<file path="config.mk">
export PLATFORM = sky130hd
export DESIGN_NAME = gr_access_ctrl
export DESIGN_NICKNAME = d
export VERILOG_FILES = /design/src/rtl/gr_access_ctrl.sv
export SDC_FILE = /design/constraint.sdc
export NUM_CORES = 1
export LEC_CHECK = 0
export CAP_MARGIN = 25
export CORE_ASPECT_RATIO = 0.6
export CORE_MARGIN = 2
export CORE_UTILIZATION = 40
export DETAILED_ROUTE_END_ITERATION = 16
export GPL_TIMING_DRIVEN = 0
export PLACE_DENSITY = 0.79
export SKIP_LAST_GASP = 1
export SLEW_MARGIN = 20
export SYNTH_ARGS = -nofsm -noshare
export SYNTH_HDL_FRONTEND = slang
export SYNTH_SLANG_ARGS = --single-unit
</file>
<file path="constraint.sdc">
create_clock -name m_clock -period 3.9 [get_ports m_clock]
set_clock_uncertainty 0.15 [all_clocks]
set_input_delay 0.78 -clock m_clock [delete_from_list [all_inputs] [get_ports m_clock]]
set_output_delay 0.78 -clock m_clock [all_outputs]
set_load 0.01 [all_outputs]
</file>
<file path="src/rtl/gr_access_ctrl.sv">
// gr_access_ctrl: initiator side of the general-register file ports.
// This block sits between decode and execute. It drives the register-file
// read strobes, keeps a busy scoreboard for RAW hazards, and registers the
// operands handed to execute. It also turns writeback commits into
// register-file writes.
// Optional feature: define GR_BYPASS_EN to forward same-cycle writeback data
// into the operand register. This removes the one-cycle bubble after writeback.
module gr_access_ctrl #(
  parameter int STALL_W = 16
) (
  input  logic               m_clock,
  input  logic               p_reset,
  input  logic               iss_valid,
  output logic               iss_ready,
  input  logic [4:0]         iss_rs1,
  input  logic [4:0]         iss_rs2,
  input  logic               iss_use1,
  input  logic               iss_use2,
  input  logic [4:0]         iss_rd,
  input  logic               iss_wen,
  output logic               rs1,
  output logic [4:0]         rs1_n,
  output logic               rs2,
  output logic [4:0]         rs2_n,
  input  logic [31:0]        s1_rd,
  input  logic [31:0]        s2_rd,
  output logic               rd,
  output logic [4:0]         rd_n,
  output logic [31:0]        wd,
  input  logic               wb_valid,
  input  logic [4:0]         wb_rd,
  input  logic [31:0]        wb_data,
  output logic               op_valid,
  input  logic               op_ready,
  output logic [31:0]        op_a,
  output logic [31:0]        op_b,
  output logic [4:0]         op_rd,
  output logic               op_wen,
  output logic [STALL_W-1:0] stall_cnt
);

  typedef enum logic {
    OP_EMPTY = 1'b0,
    OP_FULL  = 1'b1
  } op_state_e;

  op_state_e          op_state_q;
  logic [31:0]        op_a_q;
  logic [31:0]        op_b_q;
  logic [4:0]         op_rd_q;
  logic               op_wen_q;
  logic [31:0]        busy_q;
  logic [31:0]        busy_d;
  logic [STALL_W-1:0] stall_q;
  logic [STALL_W-1:0] stall_d;

  logic               wb_act;
  logic               fwd1;
  logic               fwd2;
  logic               haz;
  logic               accept;
  logic [31:0]        src_a;
  logic [31:0]        src_b;

  // A writeback to x0 is architecturally meaningless and is never issued to the file
  assign wb_act = wb_valid & (wb_rd != 5'd0);

`ifdef GR_BYPASS_EN
  assign fwd1 = wb_act & (wb_rd == iss_rs1) & iss_use1;
  assign fwd2 = wb_act & (wb_rd == iss_rs2) & iss_use2;
`else
  assign fwd1 = 1'b0;
  assign fwd2 = 1'b0;
`endif

  // A forwarded source is satisfied this cycle even though its busy bit is still set
  assign haz = (iss_use1 & busy_q[iss_rs1] & ~fwd1) |
               (iss_use2 & busy_q[iss_rs2] & ~fwd2);

  assign op_valid  = (op_state_q == OP_FULL);
  assign iss_ready = (~op_valid | op_ready) & ~haz;
  assign accept    = iss_valid & iss_ready;

  assign rs1   = iss_valid & iss_use1;
  assign rs1_n = iss_rs1;
  assign rs2   = iss_valid & iss_use2;
  assign rs2_n = iss_rs2;

  // The write strobe is gated by reset so that no stale commit reaches the file
  assign rd   = ~p_reset & wb_act;
  assign rd_n = wb_rd;
  assign wd   = wb_data;

  assign op_a      = op_a_q;
  assign op_b      = op_b_q;
  assign op_rd     = op_rd_q;
  assign op_wen    = op_wen_q;
  assign stall_cnt = stall_q;

  // Select operand sources: unused sources read as zero, forwarded ones take wb_data
  always_comb begin
    src_a = 32'd0;
    src_b = 32'd0;
    if (iss_use1) begin
      src_a = fwd1 ? wb_data : s1_rd;
    end else begin
      src_a = 32'd0;
    end
    if (iss_use2) begin
      src_b = fwd2 ? wb_data : s2_rd;
    end else begin
      src_b = 32'd0;
    end
  end

  // Scoreboard next state: clear on writeback first so a same-cycle set wins
  always_comb begin
    busy_d = busy_q;
    if (wb_act) begin
      busy_d[wb_rd] = 1'b0;
    end else begin
      busy_d = busy_d;
    end
    if (accept & iss_wen & (iss_rd != 5'd0)) begin
      busy_d[iss_rd] = 1'b1;
    end else begin
      busy_d = busy_d;
    end
    busy_d[0] = 1'b0;
  end

  // Stall counter next state: count hazard-blocked issue cycles, saturating
  always_comb begin
    stall_d = stall_q;
    if (iss_valid & haz & ~(&stall_q)) begin
      stall_d = stall_q + {{(STALL_W-1){1'b0}}, 1'b1};
    end else begin
      stall_d = stall_q;
    end
  end

  // Scoreboard and stall counter registers
  always_ff @(posedge m_clock) begin
    if (p_reset) begin
      busy_q  <= 32'd0;
      stall_q <= {STALL_W{1'b0}};
    end else begin
      busy_q  <= busy_d;
      stall_q <= stall_d;
    end
  end

  // Operand register FSM: capture on accept, drain on op_ready, hold otherwise
  always_ff @(posedge m_clock) begin
    if (p_reset) begin
      op_state_q <= OP_EMPTY;
      op_a_q     <= 32'd0;
      op_b_q     <= 32'd0;
      op_rd_q    <= 5'd0;
      op_wen_q   <= 1'b0;
    end else begin
      if (accept) begin
        op_state_q <= OP_FULL;
        op_a_q     <= src_a;
        op_b_q     <= src_b;
        op_rd_q    <= iss_rd;
        op_wen_q   <= iss_wen;
      end else begin
        case (op_state_q)
          OP_EMPTY: op_state_q <= OP_EMPTY;
          OP_FULL:  op_state_q <= op_ready ? OP_EMPTY : OP_FULL;
          default:  op_state_q <= OP_EMPTY;
        endcase
      end
    end
  end

endmodule

</file>
==> summary.txt <==
Worst setup path
  – R2R Setup Slk: between 600 and 700 ps
  – Critical path arrival: around 2900 ps
  – Max incr delay on CP: roughly 580 ps
  – Critical R2R Launch: busy_q[27]$_SDFF_PP0_
  – CP Class: in2out
  – RR Endpoint: op_a[27]$_SDFFE_PP0P_
  – Top fanout value on the critical path: 9
  – Setup crit start kind: input pin
  – Worst R2R Path Depth: 8
  – Critical Path End Type: output port
  – Slowest cell on crit path: or4_4
  – CP Cell Sequence: buf_4 > mux4_2 > mux2i_1 > nor2_1 > or4_4 > a21oi_4 > dlygate4sd2_1
  – Data required, critical path: a little under 3000 ps

Power and ir drop
  – Sw Ratio: 23.6%
  – Seq pwr share: between 30% and 40%
  – Cell Pwr Density: just over 400 nW/um^2
  – Gate power share: 14.1%
  – Clock Power Share: approximately half
  – Worst VDD drop: ~260 uV
  – Internal: 2680 uW
  – Pleak: approximately 0.0033 uW
  – Sw power: between 800 and 900 uW

Layout
  – # diodes: 0
  – Layout cell share with drive strength beyond 1: 14.7%
  – Final Core Density: 63.8%
  – Post-Layout Inst Area: approximately 8600 um^2
  – Nets: approximately 960
  – Area growth from synthesis to layout: 57.2%
  – Fillers: roughly 1,100

Routing
  – Drt first pass iters: 6
  – Post-route DRC: 0
  – Drt initial violations: approximately 470
  – Via density: approximately 5.2
  – Final WL: 17,900 um
  – Routed Antenna Nets: 0
  – Vias: approximately 5,300
  – Wirelength per Cell: around 18 um

Yosys
  – Register bit total from synthesis: between 100 and 150
  – Sequential share of the synthesized area: 42.9%
  – Synth area leaders: dfxtp_1 43%, buf_4 6.6%, a22o_1 5.4%
  – Syn_area_per_cell: 9.35 um^2
  – Yosys warns: 0
  – Largest area contributor in the netlist: dfxtp_1
  – Synth Flop Type: dfxtp_1
  – Post-synth EDFFs: 0
  – Area of the mapped netlist: 5500 um^2
  – Async set or reset register ratio after synthesis: 0%
  – Share of the synthesized area in the top cell type: around 43%
  – Post-Syn Nets: about 700
  – Synth unique cells: 42
  – Syn Inst Count: just under 600

Place
  – DP Wirelength: 13,800 um
  – DP Area: approximately 8000 um^2
  – Final GP Congestion: roughly 0.93
  – I/O Buffers: 224

STA
  – Fmax: about 0.26 GHz
  – RSZ-0062 raised after global routing: no
  – Min cycle time layout: approximately 3800 ps
  – Final setup viols: 0
  – Final Max Tran Viols: 0
  – Slew headroom: 50.6%
  – Final hold violation count: 0
  – Pin slew with the least headroom to its limit: 737 ps
  – Part of the cycle the worst path needs: 97.4%

Die
  – Height of the die: 94.8 um
  – Die area: ~15,000 um^2
  – Die W: about 160 um
  – Num rows: 33
  – Initial core utilization: between 40 and 50%
  – I/O Pins: roughly 260
  – Core Region: about 14,000 um^2

Run status
  – Outcome: finished, final reports clean

Clock tree
  – Clock transition at path regs: around 50 ps
  – CTS max path bufs: 2
  – Worst-Skew Late Latency: just over 400 ps
  – Clk sinks: roughly 120
  – CTS Buf Count: 17
  – CTS Hold Bufs: 0
  – H-tree depth: 4
  – CTS Root Cell: clkbuf_16
  – CTS tree: yes

GRT
  – Initial antenna violation count: 0
  – Number of global-route vias before repair: between 4,000 and 5,000
  – Global-route wire length before repair: 27,200 um
  – Pin count of the biggest net entering global routing: 17
  – GRT Residual Overflow: 0
  – GRT Total Usage: 24.0%

Min path
  – Hold path endpoint: op_rd[2]$_SDFFE_PP0P_
  – Worst hold path depth: 2
  – Worst min path class: reg2reg
  – Hold Crit Start: op_rd[2]$_SDFFE_PP0P_

Flow run
  – Max-capacitance violation count: 0
## flip-flops by register name, summed over array words and instances, names as in the netlist
register / count
op_rd: 5
op_valid: 1
op_wen: 1
busy_q: 31
op_b: 32
op_a: 32
stall_cnt: 16
## per-layer routing
| layer | vias to the layer above | track usage, % | share of wire (%) |
|---|---|---|---|
| met1 | 2476 | 34.3 | 46 |
| met3 | 18 | 10.6 | 13 |
| met5 | - | 0 | 0 |
| met2 | 292 | 32.5 | 40 |
| li1 | 2563 | - | - |
| met4 | 0 | 6.65 | 1.1 |
## cell type report
cell class / instances / area (um^2) / share of cell area (%)
Tap cell: 175 / 219 / 2.53
Buffer: 77 / 485 / 5.62
Clock inverter: 13 / 218 / 2.52
Sequential cell: 118 / 2360 / 27.3
Multi-Input combinational cell: 381 / 2630 / 30.4
Clock buffer: 19 / 443 / 5.12
Inverter: 11 / 41.3 / 0.478
Timing Repair Buffer: 225 / 2250 / 26.0
## Yosys cell counts (4+ instances only)
cell      number
and3_1         6
mux2i_1       15
inv_1         11
nand2_1       29
buf_2         11
nor2b_1       33
buf_4         48
nand3_1       17
nand3b_1      19
nand4_1        7
mux4_2        12
a22oi_1       35
xnor2_1        5
o21ai_0       43
dfxtp_1      118
a21o_1         6
mux2_2         5
clkbuf_1      19
a21oi_1       12
nor2_1        59
nand2b_1       6
or3_1          4
a22o_1        34
## cells in the final DEF, fill, tap and decap left out, drive strengths merged, types with 3 or more instances in the layout
master and instances:
clkdlybuf4s50 221, dfxtp 118, buf 61, nor2 59
o21ai 46, clkbuf 37, a22oi 35, a22o 34
nor2b 33, nand2 29, nand3b 19, nand3 17
mux2i 15, inv 15, a21oi 13, mux4 12
nand4 8, nand2b 6, and3 6, a21o 6
mux2 5, xnor2 5, bufinv 5, or3 4
o31ai 4, and2 3, or2 3, nor3b 3
a211oi 3
## power by group through the flow
stage	registers [uW]	logic, uW	clock network, uW
after floorplan	1300	197	0
after global placement	1290	488	0
after detailed placement	1290	490	0
after CTS	1270	496	1770
after global routing	1270	533	1820
final	1270	496	1750
## worst max-delay path: cells and delay by family
family,cells,cell delay [ps]
AOI/OAI and AO/OA,1,160
and+or+nand+nor,2,700
buffers and inverters,2,490
muxes,2,740
## how the worst max path moves through the flow
stage | startpoint | endpoint
finish | iss_rs2[0] | iss_ready
global route | iss_rs2[0] | iss_ready
CTS | iss_rs2[1] | iss_ready
detailed placement | iss_rs2[1] | iss_ready
global placement | iss_rs2[1] | iss_ready
floorplan | iss_rs2[0] | iss_ready
## through the flow
step / hold slack (ps) / setup TNS, ps / total power (uW) / worst slack, ps / std cells
5_1_grt: 342 / 0 / 3630 / 31.7 / 1019
2_1_floorplan: 312 / 0 / 1500 / 468 / 588
4_1_cts: 315 / 0 / 3530 / 40.4 / 1020
6_report: 310 / 0 / 3510 / 99.8 / 1019
3_3_place_gp: 296 / -33640 / 1780 / -888 / 987
3_5_place_dp: 307 / -40610 / 1780 / -918 / 987
## cells by family after synthesis
| group | Yosys count | share of synthesized area, % |
|---|---|---|
| and+or+nand+nor | 198 | 19.1 |
| AOI/OAI and AO/OA | 145 | 18.7 |
| DFF | 118 | 42.9 |
| buffers and inverters | 89 | 9.60 |
| muxes | 32 | 8.67 |
| xor gates and xnor gates | 5 | 0.796 |
| adders and majority gates | 1 | 0.227 |
## repair_timing
item | 4_1_cts | 5_1_grt
buffers inserted | 1 | 0
resized for setup | 7 | 7
endpoints found under the setup margin | 61 | 45
pin swaps | 1 | 0
Power figures use the tool's default switching activity.
